$ cat config.mk
export PLATFORM = sky130hd
export DESIGN_NAME = stream_demux_flat
export DESIGN_NICKNAME = d
export VERILOG_FILES = /design/src/rtl/stream_demux_if.sv /design/src/rtl/stream_demux.sv /design/src/flat_wrapper.sv
export SDC_FILE = /design/constraint.sdc
export NUM_CORES = 1
export LEC_CHECK = 0
export BUFFER_PORTS_ARGS = -buffer_cell sky130_fd_sc_hd__buf_2
export CAP_MARGIN = 25
export CORE_MARGIN = 1.5
export CORE_UTILIZATION = 25
export CTS_CLUSTER_DIAMETER = 200
export DETAILED_ROUTE_END_ITERATION = 7
export PLACE_DENSITY_LB_ADDON = 0.05
export SYNTH_ARGS = -nofsm -noshare
export SYNTH_HDL_FRONTEND = slang
export SYNTH_SLANG_ARGS = --single-unit
$ cat constraint.sdc
create_clock -name clk -period 1.4 [get_ports clk]
set_input_delay 0.28 -clock clk [delete_from_list [all_inputs] [get_ports clk]]
set_output_delay 0.28 -clock clk [all_outputs]
set_load 0.02 [all_outputs]
$ cat src/rtl/stream_demux_if.sv
// rtl/stream_demux_if.sv - strobe/data inputs and channel outputs of the serial demultiplexer
interface stream_demux_if #(
  parameter int DATA_W = 8
) ();
  logic              bit_en;
  logic              ser_in;
  logic              frame_start;
  logic [1:0]        mode;
  logic [DATA_W-1:0] ch1;
  logic [DATA_W-1:0] ch2;
  logic [DATA_W-1:0] ch3;
  logic [2:0]        ch_valid;
  logic              frame_done;
  logic              frame_err;
  logic              busy;

  // Upstream serialiser side
  modport master (
    output bit_en, ser_in, frame_start, mode,
    input  ch1, ch2, ch3, ch_valid, frame_done, frame_err, busy
  );

  // Demultiplexer side
  modport slave (
    input  bit_en, ser_in, frame_start, mode,
    output ch1, ch2, ch3, ch_valid, frame_done, frame_err, busy
  );
endinterface

$ cat src/rtl/stream_demux.sv
// rtl/stream_demux.sv - serial-to-parallel demux steering MSB-first words to up to three channels
// Optional feature macro: STREAM_DEMUX_PARITY_EN (one even-parity bit after every word).
module stream_demux #(
  parameter int DATA_W = 8
) (
  input logic           clk,
  input logic           rst,
  stream_demux_if.slave dmx
);
  localparam int CNT_W = $clog2(DATA_W + 1);

  typedef enum logic [1:0] {IDLE, SHIFT, DONE} state_t;

  state_t            state_q, state_d;
  logic [1:0]        n_ch_q, n_ch_d;
  logic [1:0]        word_idx_q, word_idx_d;
  logic [CNT_W-1:0]  bit_cnt_q, bit_cnt_d;
  logic [DATA_W-1:0] shreg_q, shreg_d;
  logic [DATA_W-1:0] ch1_q, ch1_d;
  logic [DATA_W-1:0] ch2_q, ch2_d;
  logic [DATA_W-1:0] ch3_q, ch3_d;
  logic [2:0]        ch_valid_q, ch_valid_d;
  logic              frame_done_q, frame_done_d;
  logic              frame_err_q, frame_err_d;

  logic              start;
  logic [DATA_W-1:0] shift_in;
  logic              word_end;
  logic [DATA_W-1:0] word;
  logic              word_ok;

  assign start    = dmx.bit_en & dmx.frame_start;
  assign shift_in = {shreg_q[DATA_W-2:0], dmx.ser_in};

`ifdef STREAM_DEMUX_PARITY_EN
  // The strobe after the last data bit carries parity; the word is already in shreg.
  assign word_end = (bit_cnt_q == CNT_W'(DATA_W));
  assign word     = shreg_q;
  assign word_ok  = ~(^shreg_q ^ dmx.ser_in);
`else
  // The last data bit itself completes the word, so store the shifted value directly.
  assign word_end = (bit_cnt_q == CNT_W'(DATA_W - 1));
  assign word     = shift_in;
  assign word_ok  = 1'b1;
`endif

  // Next-state, datapath and pulse generation
  always_comb begin
    state_d      = state_q;
    n_ch_d       = n_ch_q;
    word_idx_d   = word_idx_q;
    bit_cnt_d    = bit_cnt_q;
    shreg_d      = shreg_q;
    ch1_d        = ch1_q;
    ch2_d        = ch2_q;
    ch3_d        = ch3_q;
    ch_valid_d   = 3'b000;
    frame_err_d  = 1'b0;
    frame_done_d = (state_q == DONE);

    case (state_q)
      SHIFT: begin
        if (start) begin
          // Unexpected frame start: drop the rest of this frame
          frame_err_d = 1'b1;
          word_idx_d  = 2'd0;
          if (dmx.mode != 2'd0) begin
            n_ch_d    = dmx.mode;
            shreg_d   = shift_in;
            bit_cnt_d = CNT_W'(1);
          end else begin
            state_d   = IDLE;
            bit_cnt_d = '0;
          end
        end else if (dmx.bit_en) begin
          if (word_end) begin
            bit_cnt_d  = '0;
            word_idx_d = word_idx_q + 2'd1;
            if (word_ok) begin
              case (word_idx_q)
                2'd0:    ch1_d = word;
                2'd1:    ch2_d = word;
                default: ch3_d = word;
              endcase
              ch_valid_d = 3'b001 << word_idx_q;
            end else begin
              frame_err_d = 1'b1;
            end
            if (word_idx_q + 2'd1 == n_ch_q) begin
              state_d = DONE;
            end
          end else begin
            shreg_d   = shift_in;
            bit_cnt_d = bit_cnt_q + 1'b1;
          end
        end
      end
      default: begin
        // IDLE and DONE both accept a new frame start
        state_d = IDLE;
        if (start && dmx.mode != 2'd0) begin
          state_d    = SHIFT;
          n_ch_d     = dmx.mode;
          shreg_d    = shift_in;
          bit_cnt_d  = CNT_W'(1);
          word_idx_d = 2'd0;
        end
      end
    endcase
  end

  // State and output registers
  always_ff @(posedge clk) begin
    if (rst) begin
      state_q      <= IDLE;
      n_ch_q       <= 2'd0;
      word_idx_q   <= 2'd0;
      bit_cnt_q    <= '0;
      shreg_q      <= '0;
      ch1_q        <= '0;
      ch2_q        <= '0;
      ch3_q        <= '0;
      ch_valid_q   <= 3'b000;
      frame_done_q <= 1'b0;
      frame_err_q  <= 1'b0;
    end else begin
      state_q      <= state_d;
      n_ch_q       <= n_ch_d;
      word_idx_q   <= word_idx_d;
      bit_cnt_q    <= bit_cnt_d;
      shreg_q      <= shreg_d;
      ch1_q        <= ch1_d;
      ch2_q        <= ch2_d;
      ch3_q        <= ch3_d;
      ch_valid_q   <= ch_valid_d;
      frame_done_q <= frame_done_d;
      frame_err_q  <= frame_err_d;
    end
  end

  assign dmx.ch1        = ch1_q;
  assign dmx.ch2        = ch2_q;
  assign dmx.ch3        = ch3_q;
  assign dmx.ch_valid   = ch_valid_q;
  assign dmx.frame_done = frame_done_q;
  assign dmx.frame_err  = frame_err_q;
  assign dmx.busy       = (state_q != IDLE);
endmodule

$ cat src/flat_wrapper.sv
// flat-port wrapper written by rule: the top's interface ports become plain ports
module stream_demux_flat 
#(
  parameter int DATA_W = 8
)
  (clk, rst, dmx_bit_en, dmx_ser_in, dmx_frame_start, dmx_mode, dmx_ch1, dmx_ch2, dmx_ch3, dmx_ch_valid, dmx_frame_done, dmx_frame_err, dmx_busy);
  stream_demux_if #(.DATA_W(DATA_W)) dmx_i ();
  input logic clk;
  input logic rst;
  input wire logic [$bits(dmx_i.bit_en)-1:0] dmx_bit_en;
  input wire logic [$bits(dmx_i.ser_in)-1:0] dmx_ser_in;
  input wire logic [$bits(dmx_i.frame_start)-1:0] dmx_frame_start;
  input wire logic [$bits(dmx_i.mode)-1:0] dmx_mode;
  output wire logic [$bits(dmx_i.ch1)-1:0] dmx_ch1;
  output wire logic [$bits(dmx_i.ch2)-1:0] dmx_ch2;
  output wire logic [$bits(dmx_i.ch3)-1:0] dmx_ch3;
  output wire logic [$bits(dmx_i.ch_valid)-1:0] dmx_ch_valid;
  output wire logic [$bits(dmx_i.frame_done)-1:0] dmx_frame_done;
  output wire logic [$bits(dmx_i.frame_err)-1:0] dmx_frame_err;
  output wire logic [$bits(dmx_i.busy)-1:0] dmx_busy;
  assign dmx_i.bit_en = dmx_bit_en;
  assign dmx_i.ser_in = dmx_ser_in;
  assign dmx_i.frame_start = dmx_frame_start;
  assign dmx_i.mode = dmx_mode;
  assign dmx_ch1 = dmx_i.ch1;
  assign dmx_ch2 = dmx_i.ch2;
  assign dmx_ch3 = dmx_i.ch3;
  assign dmx_ch_valid = dmx_i.ch_valid;
  assign dmx_frame_done = dmx_i.frame_done;
  assign dmx_frame_err = dmx_i.frame_err;
  assign dmx_busy = dmx_i.busy;
  stream_demux #(.DATA_W(DATA_W)) u_core (.clk(clk), .rst(rst), .dmx(dmx_i));
endmodule
==> results of run 1 <==
==> metrics by stage <==
step / power [uW] / utilization (%) / std cells
final: 2515 / 35.90 / 340
after global routing: 2615 / 35.90 / 340
after floorplan: 1457 / - / 179
after global placement: 1520 / 32.02 / 325
after detailed placement: 1521 / 32.02 / 325
after CTS: 2532 / 33.74 / 333
==> power groups by stage <==
stage | combinational, uW | clock (uW) | sequential (uW)
after floorplan | 98.5 | 0 | 1360
after CTS | 164 | 1040 | 1330
after global placement | 162 | 0 | 1360
after global routing | 194 | 1090 | 1330
after detailed placement | 162 | 0 | 1360
final | 180 | 1010 | 1330
==> worst register-to-register path, cell delays in order (launching register included) <==
cell	delay (ns)
dfxtp_2	0.34
ha_4	0.16
and3b_2	0.26
o31ai_4	0.24
buf_12	0.17
mux2i_1	0.18
==> cell usage in the layout (no fill, tap or decap), types with 3 or more instances in the layout <==
master,synthesis,layout
dfxtp_2,0,5
buf_12,0,4
clkbuf_8,0,5
a21oi_1,4,4
buf_2,1,35
mux2i_1,31,31
nand2_1,32,31
nand3_1,4,4
nand2b_1,8,8
buf_4,3,21
dfxtp_1,46,40
buf_6,1,3
==> sequential cells by signal, summed over array words and instances, names as in the netlist <==
signal	count
u_core.shreg_q	7
u_core.dmx.frame_err	1
u_core.dmx.ch2	8
u_core.state_q	2
u_core.word_idx_q	2
u_core.bit_cnt_q	4
u_core.dmx.ch_valid	3
u_core.dmx.frame_done	1
u_core.dmx.ch3	8
u_core.n_ch_q	2
u_core.dmx.ch1	8
==> routing by layer <==
metal	up-vias	track usage [%]	wire, um
met2	28	19.74	2228
met1	716	14.00	2081
met3	6	2.925	179
met4	0	4.196	66
met5	-	0	0
li1	754	-	-
==> timing repair <==
action | 4_1_cts | 5_1_grt
cloned | 0 | 0
pin swaps | 3 | 6
setup buffers | 0 | 7
resized for setup | 4 | 20
endpoints found under the setup margin | 37 | 37
==> final timing paths <==
check / from / to / cells after the start
worst max-delay path: u_core.bit_cnt_q[0] / u_core.shreg_q[5] / 5
worst min-delay path: dmx_mode[0] / u_core.n_ch_q[0] / 3
worst max register to register: u_core.bit_cnt_q[0] / u_core.shreg_q[5] / 5
worst min register to register: u_core.dmx.ch2[1] / u_core.dmx.ch2[1] / 2
==> cells by family (layout without fill, tap and decap cells) <==
| kind of cell | count (synthesis) | in the layout | share of synthesized area, % |
|---|---|---|---|
| AOI/OAI and AO/OA | 15 | 15 | 6.677 |
| xor gates and xnor gates | 2 | 2 | 0.9348 |
| adders and majority gates | 3 | 3 | 2.003 |
| buffers and inverters | 14 | 76 | 3.937 |
| DFF | 46 | 46 | 49.13 |
| muxes | 31 | 31 | 16.56 |
| and+or+nand+nor | 68 | 68 | 20.76 |
==> cell type report <==
type                       instances  area (sq um)
timing repair buffer              64         461.7
sequential                        46         930.9
fill                             737          4649
clock buffer                       5         68.82
inverter                           4         15.01
tap                               99         123.9
clock inverter                     3         45.04
multi-input combinational        119         958.4
==> results.ini, run 1 <==
[clocking]
cts_max_level=2
clockBufferDepth=2
cts_tree=yes
clock_sinks=46
clk_latency_ns=0.30
clockRootBuffer=clkbuf_8
cts_hold_buf=0
cts_buffers=5
clkTransAtPathRegs_ns=0.09

[power]
vdd_drop_max_mv=0.5605
clkPwrFrac_pct=40.1
seqPwrFrac_pct=52.7
p_sw_uw=581.3
leakage_uw=0.001217
p_sw_share_pct=23.11
pwr_density_cell_nw_per_um2=966.1
combPwrFrac_pct=7.1
p_int_uw=1934

[yosys]
syn_area_sq_um=1874
synth_top_cells_by_count=46 x dfxtp_1, 32 x nand2_1, 31 x mux2i_1
synth.area.top_cells=dfxtp_1 49%, mux2i_1 17%, nand2_1 6.4%, nand2b_1 2.7%, ha_1 2.0%
synth.distinct_cells=38
ys_async_sr_fraction_pct=0
synth_top_area_cell=dfxtp_1
ys.flop_type=dfxtp_1
synth-edff-count=0
yosysMostFrequentCell=dfxtp_1
synth_warnings=0
syn_avg_cell_area_sq_um=10.47
synth_cells=179
ys_ff_latch=46
synthesis.nets=189
synth_top_area_share_pct=49.13
ys_seq_area_share_pct=49.13

[hold_path]
hp-class=input pin to register

[global_routing]
gr-total-overflow=0
grt_usage_pct=11.55
grt_pass1_vias=1389
grt_max_degree=26
grt_antenna_before_repair=0
grt_pass1_wl_um=6906

[layout]
num-nets-final=250
final_cell_area_sq_um=2604
syn_to_final_growth_pct=38.92
drive_gt1_share_pct=39.00
antenna_cells=0

[timing]
slew_headroom_pct=67.34
period_share_pct=101.4
rsz0062_at_grt=true
finalHoldViolations=0
fin_ws_ns=-0.01952
drv_slew=0
timing.fmax_mhz=704.5
fin_skew_ns=0.01026
whs_ns=0.2833
tightest_slew_ns=0.4878
fin_crit_ns=1.420
tns_ns=-0.1412
setup-violations-final=13

[place]
port_buffers=36
gp_congestion=0.7254
dpl.hpwl_um=3200
place_area_sq_um=2322
pre_cts_ws_ns=-0.1326

[detailed_routing]
via_per_inst=4.424
wl_um=4556
via_count=1504
postRouteAntennaNets=0
post_drt_wl_per_cell_um=13.40
drc_errors=0
dr.pass1.iters=6
initialDrtViolationCount=46

[setup_path]
r2r_slack_ns=-0.02
crit_family=flip-flops
cp.required_ns=1.63
critical_path_buf_inv_count=1
cp-end-kind=register
cpPeakStageDelay_ns=0.34
cp_cell_sequence=ha_4, and3b_2, o31ai_4, buf_12, mux2i_1
startpoint_type=register
crit_slowest_cell=dfxtp_2
path_max_fanout=7
crit_type=register to register
critPathArrivalTime_ns=1.65

[die]
io_pins=37
std_cell_rows=31
start_util_pct=25.84
dieArea_sq_um=8025
die_w_um=89.59
die_y_um=89.59
core_sq_um=7253

[outcome]
status=finished, violations left
violations=setup timing

[job]
cap_violations=0

Power figures use the tool's default switching activity.
==> run 2: changes to the inputs <==
Settings changed: ABC_AREA set to 1.
==> results.ini, run 2 <==
[outcome]
status=completed

[power]
p_sw_uw=720.0
power_uw=2517
seqPwrFrac_pct=55.1
combPwrFrac_pct=10.9
clkPwrFrac_pct=33.9
vdd_drop_max_mv=0.2984
leakage_uw=0.001137
pwr_density_cell_nw_per_um2=960.1
p_int_uw=1797
p_sw_share_pct=28.61

[detailed_routing]
initialDrtViolationCount=38
via_count=1764
dr.pass1.iters=4
wl_met3_um=238
via_per_inst=4.200
route.met2.wl_um=1930
routed.top_layer=met4
drc_errors=0
wl_um=5123
postRouteAntennaNets=0
drt-met1-wl_um=2899
post_drt_wl_per_cell_um=12.20

[hold_path]
holdPathStages=3
hp-class=input pin to register
worstHoldStart=dmx_mode[1]
whs_endpoint=u_core.n_ch_q[1]

[timing]
fin_skew_ns=0.005051
drv_slew=0
tns_ns=0
slew_headroom_pct=78.69
period_share_pct=99.87
setup-violations-final=0
fin_crit_ns=1.398
tightest_slew_ns=0.3193
timing.fmax_mhz=715.2
finalHoldViolations=0
rsz0062_at_grt=true

[setup_path]
regToRegStartpoint=u_core.word_idx_q[0]
rr_endpoint=u_core.dmx.ch3[7]
crit_slowest_cell=dfxtp_4
crit_family=simple AND/OR/NAND/NOR gates
cp_cell_sequence=inv_4, ha_4, nor3b_4, nand3_4, nand2_1, nand2_1, nor2_1
critPathArrivalTime_ns=1.64
crit_type=register to register
cp.required_ns=1.65
cpPeakStageDelay_ns=0.39
critical_path_buf_inv_count=1
cp-end-kind=register
path_max_fanout=8
startpoint_type=register
cpMostUsedCell=nand2_1
r2r_slack_ns=0.002
rr_worst_depth=7

[clocking]
clockBufferDepth=2
cts_max_level=2
clkTransAtPathRegs_ns=0.09
cts_tree=yes
cts_buffers=5
clock_sinks=46
cts_hold_buf=0
clockRootBuffer=clkbuf_8
clk_latency_ns=0.30

[global_routing]
grt_pass1_wl_um=8445
gr-total-overflow=0
grt_usage_pct=12.64
grt_pass1_vias=1642
grt_antenna_before_repair=0
grt_max_degree=22

[die]
io_pins=37
start_util_pct=26.20
std_cell_rows=32
die_w_um=93.46
die_y_um=93.46
core_sq_um=7807
dieArea_sq_um=8735

[layout]
final_common_cell=nand2_1
antenna_cells=0
layout_common_cells=66 x nand2_1, 43 x dfxtp_1, 36 x buf_2
drive_gt1_share_pct=30.50
fillCellCount=867
num-nets-final=327
syn_to_final_growth_pct=28.13

[yosys]
syn_area_sq_um=2046
synth_top_family_by_area=simple AND/OR/NAND/NOR gates
ys_ff_latch=46
synth_cells=270
synthesis.nets=280
synth.area.top_cells=dfxtp_1 45%, nand2_1 13%, a21oi_1 7.6%, nand3_1 6.1%, nor2_1 5.9%
synthSimpleGateAreaFrac_pct=35.35
synth_compound_area_share_pct=8.318
synthAdderAreaFrac_pct=1.835
synth.area.mux_share_pct=0
synth_warnings=0
ys_async_sr_fraction_pct=0
synth_xor_xnor_area_share_pct=0.4281
ys_seq_area_share_pct=45.02
synth.distinct_cells=27
ys.flop_type=dfxtp_1
synth_top_area_cell=dfxtp_1
synth_top_area_share_pct=45.02
syn_avg_cell_area_sq_um=7.577
synth_top_cells_by_count=69 x nand2_1, 46 x dfxtp_1, 32 x nor2_1
synth-edff-count=0
yosysMostFrequentCell=nand2_1

[job]
cap_violations=0

[place]
dpl.hpwl_um=3587
gp_congestion=0.7802
port_buffers=36

run 2: cell count changes after synthesis, moves of 8 or more:
cell / previous run / this run
nand3_1: 4 / 25
nand2_1: 32 / 69
nand2b_1: 8 / 0
nor2_1: 2 / 32
nand2_2: 0 / 9
mux2i_1: 31 / 0
a21oi_1: 4 / 31
inv_1: 3 / 23
run 2: how the worst max path moves through the flow:
stage	cells after the start	slack [ns]	end	from
floorplan	7	0.03	u_core.dmx.ch3[1]	u_core.word_idx_q[0]
global placement	6	0.03	u_core.dmx.ch3[7]	u_core.word_idx_q[1]
detailed placement	6	-0.03	u_core.dmx.ch3[3]	u_core.word_idx_q[0]
CTS	7	0.001	u_core.dmx.ch3[7]	u_core.word_idx_q[0]
global route	6	-0.08	u_core.dmx.ch3[4]	u_core.word_idx_q[0]
finish	7	0.002	u_core.dmx.ch3[7]	u_core.word_idx_q[0]
run 2: repair_timing:
item | CTS | global route
endpoints found under the setup margin | 8 | 30
resized for setup | 11 | 17
gates cloned | 1 | 0
pin swaps | 4 | 9
setup buffers | 0 | 1
run 2: routing by layer:
layer  vias to the layer above  track usage, %
met5                         -               0
met4                         0           4.167
met3                         4           3.740
met2                        35           17.33
met1                       775           18.55
li1                        950               -
run 2: final cells by class:
cell class | count | area, sq um | area share (%)
Timing Repair Buffer | 48 | 307.8 | 11.74
Sequential cell | 46 | 927.1 | 35.37
Tap cell | 102 | 127.6 | 4.869
Clock buffer | 5 | 68.82 | 2.625
Multi-Input combinational cell | 189 | 1047 | 39.95
Inverter | 27 | 118.9 | 4.535
Clock inverter | 3 | 23.77 | 0.9069
run 2: through the flow:
step           cells  utilization, %  instance area, sq um  hold WS [ns]  setup slack (ns)
6_report         420           33.57                  2621        0.2655          0.001850
5_1_grt          420           33.57                  2621        0.2729          -0.08380
2_1_floorplan    270               -                  2047        0.3593           0.02767
3_5_place_dp     410           30.72                  2399        0.4504          -0.03064
3_3_place_gp     410           30.72                  2399        0.4504           0.03348
4_1_cts          419           32.61                  2546        0.2545          0.001351
run 2: power groups by stage:
stage	clock network [uW]	logic [uW]	registers, uW
after floorplan	0	192	1400
after global placement	0	263	1420
after detailed placement	0	261	1420
after CTS	895	266	1380
after global routing	944	311	1390
final	854	275	1390
run 2: cells by family after synthesis:
group / count (synthesis)
adder cells (fa/ha/maj): 3
buffers and inverters: 36
XOR/XNOR: 1
AND/OR/NAND/NOR: 150
flip-flops: 46
AO/OA/AOI/OAI: 34
run 2: worst register-to-register path: cells and delay by family, from the launching register on:
kind                     cells  cell delay (ns)
AND/OR/NAND/NOR              5             0.77
adder cells (fa/ha/maj)      1             0.16
buffers and inverters        1             0.04
flip-flops                   1             0.39
==> run 3: changes to the inputs <==
Settings changed: CTS_CLUSTER_SIZE set to 25.
Clock period 1.4 ns to 1.15 ns, I/O delays scaled along.
==> results.ini, run 3 (synthesis gave the netlist of run 2 again) <==
[detailed_routing]
via_per_inst=4.228
drc_errors=0
wl_um=5237
via_count=1852
postRouteAntennaNets=0
dr.pass1.iters=4
initialDrtViolationCount=37
post_drt_wl_per_cell_um=11.96

[outcome]
status=finished, violations left
violations=setup timing

[layout]
syn_to_final_growth_pct=37.98
drive_gt1_share_pct=37.80
layout_common_cells=63 x nand2_1, 40 x dfxtp_1, 35 x buf_2
antenna_cells=0
final_common_cell=nand2_1
num-nets-final=345

[clocking]
cts_hold_buf=0
clockRootBuffer=clkbuf_8
clockBufferDepth=2
cts_tree=yes
cts_buffers=5
clkTransAtPathRegs_ns=0.09
cts_max_level=2
clock_sinks=46
clk_latency_ns=0.30

[timing]
tightest_slew_ns=0.3011
finalHoldViolations=0
fin_skew_ns=0.01183
drv_slew=0
timing.fmax_mhz=762.2
period_share_pct=114.1
fin_ws_ns=-0.1619
whs_ns=0.2258
rsz0062_at_grt=true
fin_crit_ns=1.312
setup-violations-final=41
slew_headroom_pct=79.88

[global_routing]
gr-total-overflow=0
grt_antenna_before_repair=0
grt_pass1_wl_um=8556
grt_pass1_vias=1716
grt_usage_pct=12.69
grt_max_degree=22

[setup_path]
crit_family=simple AND/OR/NAND/NOR gates
cp-end-kind=register
critPathArrivalTime_ns=1.51
critical_path_buf_inv_count=2
cp_cell_sequence=inv_2, ha_4, nor3b_4, buf_6, nand3_4, nor2_1, nor2_1
crit_slowest_cell=dfxtp_2
crit_type=register to register
cp-startpoint=u_core.word_idx_q[0]
cp.required_ns=1.35
startpoint_type=register
cpMostUsedCell=nor2_1
cpPeakStageDelay_ns=0.36
path_max_fanout=8
regToRegStartpoint=u_core.word_idx_q[0]

[job]
cap_violations=0

[die]
io_pins=37
dieArea_sq_um=8735
die_y_um=93.46
std_cell_rows=32
die_w_um=93.46
start_util_pct=26.20
core_sq_um=7807

[power]
power_uw=3179
clkPwrFrac_pct=32.6
p_sw_share_pct=26.95
combPwrFrac_pct=14.2
p_sw_uw=856.6
pwr_density_cell_nw_per_um2=1126
vdd_drop_max_mv=0.3860
seqPwrFrac_pct=53.2
p_int_uw=2322
leakage_uw=0.001268

[place]
port_buffers=36
gp_congestion=0.7490
dpl.hpwl_um=3793

[hold_path]
worstHoldStart=dmx_mode[1]
hp-class=input pin to register

run 3: repair_timing:
| item | in CTS | in global routing |
|---|---|---|
| gates cloned | 3 | 0 |
| setup endpoints to repair | 42 | 43 |
| setup buffers | 2 | 3 |
| pin swaps | 7 | 9 |
| gates resized for setup | 22 | 15 |
run 3: stage by stage:
| stage | cells | util (%) | TNS, ns | cell area [sq um] | setup WS, ns |
|---|---|---|---|---|---|
| after floorplan | 270 | - | -2.342 | 2097 | -0.1363 |
| after global placement | 422 | 32.52 | -4.744 | 2539 | -0.2088 |
| after detailed placement | 422 | 32.52 | -4.175 | 2539 | -0.1931 |
| after CTS | 435 | 35.16 | -3.683 | 2745 | -0.1795 |
| after global routing | 438 | 36.15 | -6.977 | 2823 | -0.2643 |
| final | 438 | 36.15 | -3.376 | 2823 | -0.1619 |
run 3: path summary, 6_finish.rpt:
check                      end  slack [ns]  cells after the start
max reg2reg  u_core.dmx.ch3[6]       -0.16                      7
max          u_core.dmx.ch3[6]       -0.16                      7
min reg2reg  u_core.dmx.ch2[5]        0.46                      2
min           u_core.n_ch_q[1]        0.23                      3
run 3: routing by layer:
| metal | GRT usage [%] | vias to the layer above | part of all wire [%] |
|---|---|---|---|
| met3 | 3.089 | 5 | 4.7 |
| met5 | 0 | - | 0 |
| met4 | 3.535 | 0 | 0.97 |
| li1 | - | 989 | - |
| met2 | 18.48 | 37 | 42 |
| met1 | 18.37 | 821 | 52 |
run 3: area by class of cell:
cell class,count,area [sq um]
Clock buffer,6,82.58
Clock inverter,2,12.51
Fill cell,844,4985
Inverter,27,121.4
Multi-Input combinational cell,191,1095
Sequential cell,46,930.9
Tap cell,102,127.6
Timing Repair Buffer,64,452.9
run 3: power groups by stage:
stage | clock, uW | combinational [uW] | sequential (uW)
5_1_grt | 1160 | 500 | 1700
2_1_floorplan | 0 | 239 | 1710
3_5_place_dp | 0 | 383 | 1730
6_report | 1040 | 451 | 1690
4_1_cts | 1090 | 422 | 1690
3_3_place_gp | 0 | 388 | 1730
run 3: tightest hold or removal path, stage by stage:
cell and delay, ns:
buf_2 0.10, nand2_1 0.08, a21oi_1 0.07
